## src/rtl/rf_write_arbiter_pkg.sv

```systemverilog
// ============================================================================
// Module   : rf_write_arbiter_pkg
// Brief    : Shared core constants and arbiter state encoding.
// Revision : 1.0
// ============================================================================
`default_nettype none

package rf_write_arbiter_pkg;

    localparam int DataWidth  = 32;
    localparam int NumRegs    = 32;
    localparam int IndexWidth = $clog2(NumRegs);

    typedef enum logic [1:0] {
        EMPTY = 2'd0,
        PEND  = 2'd1,
        FORCE = 2'd2
    } arb_state_t;

endpackage

`default_nettype wire

```

## src/rtl/rf_aux_hold.sv

```systemverilog
// ============================================================================
// Module   : rf_aux_hold
// Brief    : One-entry aux holding register with valid/ready, drain and drop.
// Revision : 1.0
// ============================================================================
`default_nettype none

module rf_aux_hold #(
    parameter int AddrWidth = 5,
    parameter int DataWidth = 32
) (
    input  logic                 clk,
    input  logic                 reset,
    input  logic                 aux_valid_i,
    input  logic [AddrWidth-1:0] aux_addr_i,
    input  logic [DataWidth-1:0] aux_data_i,
    input  logic                 grant_i,
    input  logic                 drop_i,
    output logic                 aux_ready_o,
    output logic                 load_o,
    output logic                 hold_valid_o,
    output logic [AddrWidth-1:0] hold_addr_o,
    output logic [DataWidth-1:0] hold_data_o
);

    logic                 hold_valid_q;
    logic [AddrWidth-1:0] hold_addr_q;
    logic [DataWidth-1:0] hold_data_q;

    // Ready is forced high during reset so upstream never sees a stall then.
    assign aux_ready_o  = !reset || !hold_valid_q || grant_i;
    assign load_o       = aux_valid_i && aux_ready_o;
    assign hold_valid_o = hold_valid_q;
    assign hold_addr_o  = hold_addr_q;
    assign hold_data_o  = hold_data_q;

    always_ff @(posedge clk) begin
        if (!reset) begin
            hold_valid_q <= 1'b0;
            hold_addr_q  <= '0;
            hold_data_q  <= '0;
        end else if (load_o) begin
            hold_valid_q <= 1'b1;
            hold_addr_q  <= aux_addr_i;
            hold_data_q  <= aux_data_i;
        end else if (grant_i || drop_i) begin
            hold_valid_q <= 1'b0;
        end
    end

endmodule

`default_nettype wire

```

## src/rtl/rf_write_arbiter.sv

```systemverilog
// ============================================================================
// Module   : rf_write_arbiter
// Brief    : Writeback/aux arbiter for the register-file write port.
//            Starvation guard enabled by RF_ARB_STARVE_GUARD_EN.
// Revision : 1.0
// ============================================================================
`default_nettype none

module rf_write_arbiter #(
    parameter int DataWidth  = rf_write_arbiter_pkg::DataWidth,
    parameter int NumRegs    = rf_write_arbiter_pkg::NumRegs,
    parameter int IndexWidth = $clog2(NumRegs),
    parameter int MaxWait    = 4
) (
    input  logic                  clk,
    input  logic                  reset,
    input  logic                  wb_valid,
    input  logic [IndexWidth-1:0] wb_addr,
    input  logic [DataWidth-1:0]  wb_data,
    output logic                  wb_stall,
    input  logic                  aux_valid,
    input  logic [IndexWidth-1:0] aux_addr,
    input  logic [DataWidth-1:0]  aux_data,
    output logic                  aux_ready,
    output logic                  aux_dropped,
    output logic                  rf_writeEn,
    output logic [IndexWidth-1:0] rf_writeAddr,
    output logic [DataWidth-1:0]  rf_writeData
);

    import rf_write_arbiter_pkg::*;

    arb_state_t            state_q;
    logic                  w_hold_valid;
    logic [IndexWidth-1:0] w_hold_addr;
    logic [DataWidth-1:0]  w_hold_data;
    logic                  w_load;
    logic                  w_force;
    logic                  w_wb_grant;
    logic                  w_aux_grant;
    logic                  w_drop;
    logic                  rf_writeEn_q;
    logic [IndexWidth-1:0] rf_writeAddr_q;
    logic [DataWidth-1:0]  rf_writeData_q;
    logic                  aux_dropped_q;

`ifdef RF_ARB_STARVE_GUARD_EN
    logic [3:0] wait_cnt_q;
    assign w_force = (state_q == FORCE);
`else
    logic w_unused_maxwait;
    assign w_unused_maxwait = (MaxWait != 0);
    assign w_force          = 1'b0;
`endif

    assign w_wb_grant  = !w_force && wb_valid;
    assign w_aux_grant = w_hold_valid && (w_force || !wb_valid);
    // A younger writeback to the same non-zero register makes the held entry stale.
    assign w_drop      = (state_q == PEND) && w_wb_grant &&
                         (wb_addr == w_hold_addr) && (w_hold_addr != '0);
    assign wb_stall    = reset && w_force;

    rf_aux_hold #(
        .AddrWidth (IndexWidth),
        .DataWidth (DataWidth)
    ) u_hold (
        .clk          (clk),
        .reset        (reset),
        .aux_valid_i  (aux_valid),
        .aux_addr_i   (aux_addr),
        .aux_data_i   (aux_data),
        .grant_i      (w_aux_grant),
        .drop_i       (w_drop),
        .aux_ready_o  (aux_ready),
        .load_o       (w_load),
        .hold_valid_o (w_hold_valid),
        .hold_addr_o  (w_hold_addr),
        .hold_data_o  (w_hold_data)
    );

    always_ff @(posedge clk) begin
        if (!reset) begin
            state_q    <= EMPTY;
`ifdef RF_ARB_STARVE_GUARD_EN
            wait_cnt_q <= '0;
`endif
        end else if (w_load) begin
            state_q    <= PEND;
`ifdef RF_ARB_STARVE_GUARD_EN
            wait_cnt_q <= '0;
`endif
        end else if (w_aux_grant || w_drop) begin
            state_q    <= EMPTY;
`ifdef RF_ARB_STARVE_GUARD_EN
            wait_cnt_q <= '0;
        end else if (state_q == PEND) begin
            if (wait_cnt_q == 4'(MaxWait - 1)) begin
                state_q <= FORCE;
            end
            wait_cnt_q <= wait_cnt_q + 4'd1;
`endif
        end
    end

    always_ff @(posedge clk) begin
        if (!reset) begin
            rf_writeEn_q   <= 1'b0;
            rf_writeAddr_q <= '0;
            rf_writeData_q <= '0;
            aux_dropped_q  <= 1'b0;
        end else begin
            aux_dropped_q <= w_drop;
            if (w_wb_grant) begin
                rf_writeEn_q   <= (wb_addr != '0);
                rf_writeAddr_q <= wb_addr;
                rf_writeData_q <= wb_data;
            end else if (w_aux_grant) begin
                rf_writeEn_q   <= (w_hold_addr != '0);
                rf_writeAddr_q <= w_hold_addr;
                rf_writeData_q <= w_hold_data;
            end else begin
                rf_writeEn_q   <= 1'b0;
            end
        end
    end

    assign rf_writeEn   = rf_writeEn_q;
    assign rf_writeAddr = rf_writeAddr_q;
    assign rf_writeData = rf_writeData_q;
    assign aux_dropped  = aux_dropped_q;

endmodule

`default_nettype wire

```

## config.mk

```make
export PLATFORM = sky130hd
export DESIGN_NAME = rf_write_arbiter
export DESIGN_NICKNAME = d
export VERILOG_FILES = /design/src/rtl/rf_write_arbiter_pkg.sv /design/src/rtl/rf_aux_hold.sv /design/src/rtl/rf_write_arbiter.sv
export SDC_FILE = /design/constraint.sdc
export NUM_CORES = 1
export LEC_CHECK = 0
export BUFFER_PORTS_ARGS = -buffer_cell sky130_fd_sc_hd__buf_2
export CORE_MARGIN = 2
export CORE_UTILIZATION = 32
export DETAILED_ROUTE_END_ITERATION = 12
export GPL_TIMING_DRIVEN = 0
export HOLD_SLACK_MARGIN = 0.08
export PLACE_DENSITY = 0.65
export SYNTH_ARGS = -nofsm -noshare
export SYNTH_HDL_FRONTEND = slang
export SYNTH_HIERARCHICAL = 1
export SYNTH_SLANG_ARGS = --single-unit
```

## constraint.sdc

```tcl
create_clock -name clk -period 1.85 [get_ports clk]
set_input_delay 0.37 -clock clk [delete_from_list [all_inputs] [get_ports clk]]
set_output_delay 0.37 -clock clk [all_outputs]
set_load 0.01 [all_outputs]
```

==> impl_metrics.env <==
export IMPL_outcome="complete, no violations"
export IMPL_num_vias=3035
export IMPL_ys_warn_count=6
export IMPL_setup_violations_final=0
export IMPL_wire_per_inst_um=14.3
export IMPL_p_clk_frac=0.394
export IMPL_synth_cells=392
export IMPL_drt_iter0_markers=104
export IMPL_antenna_found_initial=0
export IMPL_synthDominantCellAreaShare=0.446
export IMPL_power_report_internal_total_w=0.00307
export IMPL_ant_nets=0
export IMPL_rr_endpoint="u_hold/hold_data_o[20]"
export IMPL_grt_pass1_vias=2957
export IMPL_hold_end="u_hold/hold_data_o[15]"
export IMPL_fin_ws_ps=91.5
export IMPL_syn_to_final_growth_pct=29.5
export IMPL_switching_share=0.252
export IMPL_overflow=0
export IMPL_fmax_ghz=0.569
export IMPL_ys_ff_latch=78
export IMPL_grt_first_pass_wirelength_um=14800
export IMPL_clock_skew_ps=8.78
export IMPL_numCtsBuffers=9
export IMPL_die_w_um=109
export IMPL_path_max_fanout=10
export IMPL_clock_path_buffers=2
export IMPL_htree_num_levels=3
export IMPL_cp_required_ps=1480
export IMPL_slew_headroom=0.648
export IMPL_reg2regPathDepth=7
export IMPL_hold_buffers=0
export IMPL_pwr_share_seq=0.453
export IMPL_tightest_slew_ps=528
export IMPL_drc=0
export IMPL_fin_tns_setup_ps=0
export IMPL_via_per_inst=4.56
export IMPL_rows=38
export IMPL_fin_nets=598
export IMPL_hold_class="input port to flip-flop"
export IMPL_gp_congestion=0.774
export IMPL_min_period_ps=1760
export IMPL_wl_um=9540
export IMPL_synth_fp_nets=470
export IMPL_clk_latency_ps=350
export IMPL_port_buffer_count=116
export IMPL_root_buffer="clkbuf_8"
export IMPL_grtUsageTotal=0.163
export IMPL_netlist_area_um2=3500
export IMPL_fp_dieArea_um2=11800
export IMPL_hpwl_um=6740
export IMPL_first_pass_iters=6
export IMPL_whs_path_depth=3
export IMPL_critPathKind="flip-flop to output pin"
export IMPL_rsz0062_at_grt="no"
export IMPL_post_route_util=0.422
export IMPL_crit_path_start_kind="flip-flop"
export IMPL_initial_core_util=0.326
export IMPL_synth_cell_types=27
export IMPL_powerDensity_nw_per_um2=904
export IMPL_yosysTopAreaCell="dfxtp_1"
export IMPL_switchingPower_w=0.00103
export IMPL_hold_violations=0
export IMPL_core_um2=10700
export IMPL_synth_area_top_cells="dfxtp_1 45%, mux2i_1 21%, nand2_1 12%, and2_1 6.8%, o21ai_0 5.6%"
export IMPL_r2r_slack_ps=210
export IMPL_drv_slew=0
export IMPL_timing_hold_ws_ps=263
export IMPL_ios=119
export IMPL_leakagePower_nw=2.08
export IMPL_postSynthAreaPerCell_um2=8.94
export IMPL_synthArstFlopShare=0
export IMPL_synthFlopType="dfxtp_1"
export IMPL_yosysSeqAreaShare=0.446
export IMPL_cts_tree="built"
export IMPL_arrival_ps=1390
export IMPL_p_comb_frac=0.153
export IMPL_drive_gt1_frac=0.295
export IMPL_hold_start="aux_data[15]"
export IMPL_dp_slack_ps=81.7
export IMPL_setup_worst_path_end_class="output pin"
export IMPL_final_cell_mix="119 x buf_2, 113 x nand2_1, 77 x dfxtp_1"
export IMPL_post_route_period_util=0.951
export IMPL_die_h_um=109
export IMPL_cts_clk_slew_worst_paths_ps=90
export IMPL_peakVddDrop_mv=0.413
export IMPL_synth_edf_count=0
export IMPL_mostFrequentLayoutCell="buf_2"
export IMPL_cts_sinks=78
export IMPL_rr_startpoint="u_hold/hold_valid_o"
export IMPL_diodes=0
export IMPL_grt_max_degree=14
export IMPL_cap_violations=0
[critical path: stages (launching register included)]
cell	delay [ps]
dfxtp_4	370
buf_8	150
and2b_2	210
nand3b_1	180
buf_6	140
[how the worst max path moves through the flow]
stage | start | endpoint | slack (ps) | depth (start not counted)
6_report | u_hold/hold_valid_o | aux_ready | 90 | 4
2_1_floorplan | wb_valid | u_hold/hold_valid_o | 270 | 7
5_1_grt | u_hold/hold_valid_o | aux_ready | 6 | 4
3_5_place_dp | u_hold/hold_valid_o | u_hold/hold_data_o[20] | 80 | 7
3_3_place_gp | u_hold/hold_valid_o | u_hold/hold_data_o[23] | 150 | 7
4_1_cts | u_hold/hold_valid_o | aux_ready | 6 | 4
[registers in the layout, summed over array words and instances, names as in the netlist]
| signal | count |
|---|---|
| aux_dropped | 1 |
| rf_writeAddr | 5 |
| rf_writeData | 32 |
| rf_writeEn | 1 |
| state_q | 1 |
| u_hold/hold_addr_o | 5 |
| u_hold/hold_data_o | 32 |
| u_hold/hold_valid_o | 1 |
[per-layer routing]
layer / vias up / share of wire / track usage
met4: 0 / 0.0057 / 0.0412
met2: 79 / 0.47 / 0.267
met3: 4 / 0.052 / 0.0371
met5: - / 0 / 0
li1: 1539 / - / -
met1: 1413 / 0.47 / 0.217
[per-stage QoR]
| stage | cells | power (W) | cell area [um2] |
|---|---|---|---|
| floorplan | 392 | 0.00228 | 3500 |
| global placement | 648 | 0.00251 | 4260 |
| detailed placement | 648 | 0.00253 | 4260 |
| CTS | 664 | 0.00415 | 4520 |
| global route | 665 | 0.00430 | 4540 |
| finish | 665 | 0.00410 | 4540 |
[power groups by stage]
| stage | sequential (W) | combinational, W | clock (W) |
|---|---|---|---|
| after global routing | 0.00187 | 0.000698 | 0.00173 |
| after CTS | 0.00186 | 0.000635 | 0.00165 |
| after floorplan | 0.00191 | 0.000373 | 0 |
| after global placement | 0.00189 | 0.000617 | 0 |
| after detailed placement | 0.00190 | 0.000634 | 0 |
| final | 0.00186 | 0.000628 | 0.00162 |
[cells by family (layout without fill, tap and decap cells)]
| kind of cell | Yosys count | count (layout) | share of synthesized area |
|---|---|---|---|
| simple gates | 163 | 163 | 0.218 |
| compound gates | 42 | 42 | 0.0636 |
| other cells | 1 | 1 | 0.00107 |
| mux | 74 | 74 | 0.211 |
| xor+xnor | 5 | 5 | 0.0125 |
| flops | 78 | 78 | 0.446 |
| buf+inv | 29 | 162 | 0.0482 |
[cell type report]
cell class              count  area (um2)
clock inverters             5         105
well taps                 140         175
repair buffers            117         594
plain buffers              29         173
fillers                  1152        6210
multi-input cells         285        1770
flip-flops and latches     78        1570
clock buffers              11         151
[timing repair]
| item | CTS | global route |
|---|---|---|
| setup buffers | 0 | 1 |
| setup endpoints to repair | 0 | 3 |
| resized for setup | 0 | 5 |
[cells in the mapped netlist, types with 4 or more instances]
| library cell | n |
|---|---|
| mux2i_1 | 74 |
| dfxtp_1 | 78 |
| xnor2_1 | 5 |
| nand2_1 | 113 |
| buf_6 | 4 |
| o21ai_0 | 39 |
| buf_2 | 4 |
| clkbuf_1 | 16 |
| buf_4 | 4 |
| and2_1 | 38 |
No activity file was read; power rests on OpenSTA's default activity.
